### config.mk
export PLATFORM = sky130hd
export DESIGN_NAME = truth_table_probe
export DESIGN_NICKNAME = d
export VERILOG_FILES = /design/src/rtl/truth_table_probe_pkg.sv /design/src/rtl/sync_2ff.sv /design/src/rtl/truth_table_probe.sv
export SDC_FILE = /design/constraint.sdc
export NUM_CORES = 1
export LEC_CHECK = 0
export BUFFER_PORTS_ARGS = -buffer_cell sky130_fd_sc_hd__clkbuf_2
export CELL_PAD_IN_SITES_DETAIL_PLACEMENT = 0
export CELL_PAD_IN_SITES_GLOBAL_PLACEMENT = 1
export CORE_MARGIN = 5
export CORE_UTILIZATION = 42
export DETAILED_ROUTE_END_ITERATION = 8
export PLACE_DENSITY_LB_ADDON = 0.08
export SKIP_CTS_REPAIR_TIMING = 1
export SLEW_MARGIN = 20
export SYNTH_ARGS = -nofsm -noshare
export SYNTH_HDL_FRONTEND = slang
export SYNTH_HIERARCHICAL = 1
export SYNTH_SLANG_ARGS = --single-unit
### constraint.sdc
create_clock -name clk -period 2.4 [get_ports clk]
set_input_delay 0.24 -clock clk [delete_from_list [all_inputs] [get_ports clk]]
set_output_delay 0.24 -clock clk [all_outputs]
set_load 0.01 [all_outputs]
### src/rtl/truth_table_probe_pkg.sv
// Shared types and constants for the truth-table probe: FSM state encoding,
// number of input combinations swept and synchronizer depth.
package truth_table_probe_pkg;

    typedef enum logic [1:0] {
        ST_IDLE   = 2'd0,
        ST_DRIVE  = 2'd1,
        ST_SAMPLE = 2'd2,
        ST_DONE   = 2'd3
    } state_t;

    localparam int NUM_COMBOS  = 8;
    localparam int SYNC_STAGES = 2;
    localparam int COMBO_W     = 3;

endpackage

### src/rtl/sync_2ff.sv
// Two-flop synchronizer bringing the asynchronous device output into clk.
module sync_2ff
    import truth_table_probe_pkg::*;
(
    input  logic clk,
    input  logic rst,
    input  logic d,
    output logic q
);

    logic [SYNC_STAGES-1:0] stage_r;

    // Shift chain; the first stage may go metastable, the last is safe to use.
    always_ff @(posedge clk) begin
        if (rst) begin
            stage_r <= {SYNC_STAGES{1'b0}};
        end else begin
            stage_r <= {stage_r[SYNC_STAGES-2:0], d};
        end
    end

    assign q = stage_r[SYNC_STAGES-1];

endmodule

### src/rtl/truth_table_probe.sv
// Sweeps all 3-input combinations onto a logic device, captures its response
// per combination (combination 000 lands in the MSB) and compares to a code.
module truth_table_probe
    import truth_table_probe_pkg::*;
#(
    parameter int SETTLE_CYCLES = 4
) (
    input  logic       clk,
    input  logic       rst,
    input  logic       start,
    input  logic [7:0] expected,
    input  logic       dut_out,
    output logic [2:0] probe_in,
    output logic       busy,
    output logic       done,
    output logic [7:0] table_out,
    output logic       match
);

    localparam logic [7:0]         SETTLE_LAST = 8'(SETTLE_CYCLES - 1);
    localparam logic [COMBO_W-1:0] COMBO_LAST  = COMBO_W'(NUM_COMBOS - 1);

    state_t             state_r,  state_s;
    logic [7:0]         settle_r, settle_s;
    logic [COMBO_W-1:0] combo_r,  combo_s;
    logic [7:0]         shadow_r, shadow_s;
    logic [7:0]         exp_r,    exp_s;
    logic [2:0]         probe_r,  probe_s;
    logic               busy_r,   busy_s;
    logic               done_r,   done_s;
    logic [7:0]         table_r,  table_s;
    logic               match_r,  match_s;
    logic               sync_s;

    sync_2ff u_sync (
        .clk (clk),
        .rst (rst),
        .d   (dut_out),
        .q   (sync_s)
    );

    // Next-state and next-output logic; outputs are computed one edge ahead
    // so every port comes straight from a flop.
    always_comb begin
        state_s  = state_r;
        settle_s = settle_r;
        combo_s  = combo_r;
        shadow_s = shadow_r;
        exp_s    = exp_r;
        probe_s  = probe_r;
        busy_s   = busy_r;
        done_s   = 1'b0;
        table_s  = table_r;
        match_s  = match_r;
        case (state_r)
            ST_IDLE: begin
                probe_s = 3'b000;
                if (start) begin
                    state_s  = ST_DRIVE;
                    settle_s = 8'd0;
                    combo_s  = 3'd0;
                    exp_s    = expected;
                    busy_s   = 1'b1;
                end else begin
                    busy_s   = 1'b0;
                end
            end
            ST_DRIVE: begin
                if (settle_r == SETTLE_LAST) begin
                    state_s  = ST_SAMPLE;
                end else begin
                    settle_s = settle_r + 8'd1;
                end
            end
            ST_SAMPLE: begin
                shadow_s[3'd7 - combo_r] = sync_s;
                if (combo_r == COMBO_LAST) begin
                    // Final bit goes straight into the result so it is valid with done.
                    state_s = ST_DONE;
                    probe_s = 3'b000;
                    busy_s  = 1'b0;
                    done_s  = 1'b1;
                    table_s = shadow_s;
                    match_s = (shadow_s == exp_r);
                end else begin
                    state_s  = ST_DRIVE;
                    combo_s  = combo_r + 3'd1;
                    settle_s = 8'd0;
                    probe_s  = combo_r + 3'd1;
                end
            end
            ST_DONE: begin
                state_s = ST_IDLE;
                probe_s = 3'b000;
                busy_s  = 1'b0;
            end
            default: begin
                state_s = ST_IDLE;
                probe_s = 3'b000;
                busy_s  = 1'b0;
            end
        endcase
    end

    // State and output registers with synchronous reset.
    always_ff @(posedge clk) begin
        if (rst) begin
            state_r  <= ST_IDLE;
            settle_r <= 8'd0;
            combo_r  <= 3'd0;
            shadow_r <= 8'h00;
            exp_r    <= 8'h00;
            probe_r  <= 3'b000;
            busy_r   <= 1'b0;
            done_r   <= 1'b0;
            table_r  <= 8'h00;
            match_r  <= 1'b0;
        end else begin
            state_r  <= state_s;
            settle_r <= settle_s;
            combo_r  <= combo_s;
            shadow_r <= shadow_s;
            exp_r    <= exp_s;
            probe_r  <= probe_s;
            busy_r   <= busy_s;
            done_r   <= done_s;
            table_r  <= table_s;
            match_r  <= match_s;
        end
    end

    assign probe_in  = probe_r;
    assign busy      = busy_r;
    assign done      = done_r;
    assign table_out = table_r;
    assign match     = match_r;

endmodule

==> impl_results.md <==
- Status: completed
- Placed insts: about 350
- Data required, critical path: 2590 ps
- Die width: between 80 and 90 µm
- Number of global-route vias before repair: roughly 1700
- Mean Syn Cell Area: approximately 8.5 µm²
- Reg clk slew, reported paths: about 90 ps
- Final hold vios: 0
- Met2 WL: 2006 µm
- Detailed placer's ending HPWL: between 3000 and 4000 µm
- Met3 WL post-DR: about 260 µm
- Synth-to-layout area growth: 15.08%
- Worst hold path cell count: 2
- Pin count of the biggest net entering global routing: 22
- Routed vias/inst: approximately 5.2
- Clock skew: 7.905 ps
- Synth Net Count: between 200 and 300
- Slew @ Worst Pin: ~510 ps
- HP Start: dut_out
- Worst setup path startpoint: state_r[0]$_SDFFE_PP0P_
- Clock latency at the later pin of the worst-skew pair: between 200 and 300 ps
- Gate Count Post-Synth: 265
- Netlist cell types: 45
- Tcrit/Tclk final: between 80% and 90%
- Clock Power Share: 27.1%
- Gr usage total: between 10% and 20%
- Routed wire length: ~4900 µm
- Max-cap violation count: 0
- LEAKAGE: 1.032 nW
- Initial DRT Pass Iterations: 5
- Buffers on Ports: 25
- Unrepaired setup endpoints after global routing: no
- Initial core utilization: between 40% and 50%
- Std cell rows: 26
- Pre-CTS setup slack: between 300 and 400 ps
- Crit Path Class: reg -> reg
- Initial antenna violation count: 0
- Hold/Removal Path Class: in -> reg
- Startpoint Class: flop
- CTS tree: done
- Hold slack: approximately 150 ps
- Share of cells above drive strength 1: around 16%
- Endpoints failing setup: 0
- Floorplan Core Area: around 0.0052 mm²
- Fin util: about 50%
- Top Layer Used: met4
- Power per Cell Area: 829.7 mW/mm²
- CP arrival: approximately 2200 ps
- Grt ovf: 0
- Number of antenna repair diodes: 0
- DRC violation count after routing: 0
- Routability congestion estimate: 0.7586
- CTS Root Cell: clkbuf_8
- Final Instance Count excl. Fillers: approximately 360
- Psw: around 730 µW
- Ys flop type: dfxtp_1
- Ys async rst share: 0%
- Sequential power share: approximately 41%
- Slew Limit Fails: 0
- P_int: 1.433 mW
- Initial DRC count: 95
- R2r startpoint: state_r[0]$_SDFFE_PP0P_
- Maximum fanout along the worst path: 7
- Layout Nets: about 310
- Min cycle time layout: 2033 ps
- R2R depth: 7
- Post-synthesis cell area: 0.002265 mm²
- H-tree depth: 2
- Post-DRT Antenna Nets: 0
- Io pins: 26
- Switching share of power: about a third
- Height of the die: 83.43 µm
- Maximum operating frequency: approximately 0.49 GHz
- CP Capture Type: flop
- Combinational share of power: 31.6%
- Register area share after synthesis: between 30 and 40%
- Met1 wire length: between 2000 and 3000 µm
- Total die area: 0.006961 mm²
- DR WL/cell: roughly 14 µm
- Post-route setup TNS: 0 ps
- CTS Buf Count: 5
- Global-route wire length before repair: around 8400 µm
- Final worst slack: between 300 and 400 ps
- Number of synthesized flops with an enable pin: 0
- Yosys warning count: 6
- Clock sinks: 45
- Peak supply drop: around 0.00032 V
- Clock buffer depth: 2
- Max-slew headroom: between 60% and 70%
- Via Count: about 1900
- Seq cells post-synth: 45
[final timing paths]
check / end / slack, ps
setup reg to reg: combo_r[1]$_SDFFE_PP0P_ / 370
setup / recovery: combo_r[1]$_SDFFE_PP0P_ / 370
hold / removal: u_sync/stage_r[0]$_SDFF_PP0_ / 150
hold reg to reg: u_sync/stage_r[1]$_SDFF_PP0_ / 440
[worst max-delay path, cell delays in order (launching register included)]
cell,delay (ps)
dfxtp_1,480
inv_1,130
ha_1,230
nor2b_1,210
a21oi_1,390
o21ai_0,220
a32oi_1,200
nor2_1,60
[power groups by stage]
stage                     clock network [mW]  logic [mW]  registers [mW]
after floorplan                            0       0.492           0.903
after CTS                              0.607       0.685           0.894
after global routing                   0.637       0.781           0.908
after global placement                     0       0.677           0.909
after detailed placement                   0       0.678           0.913
final                                  0.586       0.683           0.894
[placed cells by master, fill, tap and decap left out, types with 3 or more instances in the layout]
cell / synthesis / final
and3_1: 3 / 3
ha_1: 10 / 10
nor3b_1: 5 / 5
xor2_1: 8 / 8
nand2_1: 26 / 26
mux2i_1: 15 / 15
nor4_1: 3 / 3
o21ai_0: 5 / 5
buf_4: 0 / 10
clkbuf_2: 0 / 25
clkbuf_8: 0 / 6
nand4_1: 4 / 4
inv_1: 5 / 5
nand3_1: 15 / 15
xnor2_1: 5 / 5
nor3_1: 5 / 5
nand2b_1: 5 / 5
nor2_1: 31 / 31
a211oi_1: 6 / 6
nor2b_1: 6 / 6
a32oi_1: 4 / 4
dfxtp_1: 45 / 45
a21oi_1: 21 / 21
[flip-flops by register name, summed over array words and instances (netlist names)]
register,cells
combo_r,3
shadow_r,8
state_r,2
exp_r,8
done,1
probe_in,3
busy,1
match,1
table_out,8
u_sync/stage_r,2
settle_r,8
[logic make-up after synthesis]
kind of cell    share of synthesized area, %
xor+xnor                               5.028
flops                                  39.78
simple gates                           25.97
fa+ha+maj                              5.525
mux                                    6.630
buf+inv                                3.591
compound gates                         13.48
[layer usage]
layer / global-route usage [%] / up-vias
met1: 21.35 / 848
met5: 0 / -
met3: 4.752 / 2
li1: - / 984
met4: 3.509 / 0
met2: 20.99 / 36
[Yosys cell counts (2+ instances only)]
cell	instances	area (µm²)
a211oi_1	6	45.04
a21oi_1	21	105.1
a32oi_1	4	35.03
and3_1	3	18.77
buf_2	2	10.01
clkbuf_1	13	48.80
dfxtp_1	45	900.9
ha_1	10	125.1
inv_1	5	18.77
mux2i_1	15	150.1
nand2_1	26	97.59
nand2b_1	5	31.28
nand3_1	15	75.07
nand4_1	4	25.02
nor2_1	31	116.4
nor2b_1	6	37.54
nor3_1	5	25.02
nor3b_1	5	37.54
nor4_1	3	18.77
o21ai_0	5	25.02
xnor2_1	5	43.79
xor2_1	8	70.07
[metrics by stage]
| step | area (µm²) | total power [mW] |
|---|---|---|
| CTS | 2606 | 2.187 |
| detailed placement | 2490 | 1.590 |
| floorplan | 2265 | 1.395 |
| finish | 2606 | 2.162 |
| global route | 2606 | 2.326 |
| global placement | 2490 | 1.586 |
[layout make-up]
type / count / area, µm²
multi-input combinational: 199 / 1282
sequential: 45 / 900.9
tap: 70 / 87.58
clock inverter: 1 / 30.03
clock buffer: 7 / 86.33
inverter: 5 / 18.77
fill: 531 / 2566
timing repair buffer: 35 / 200.2
Power figures use the tool's default switching activity.
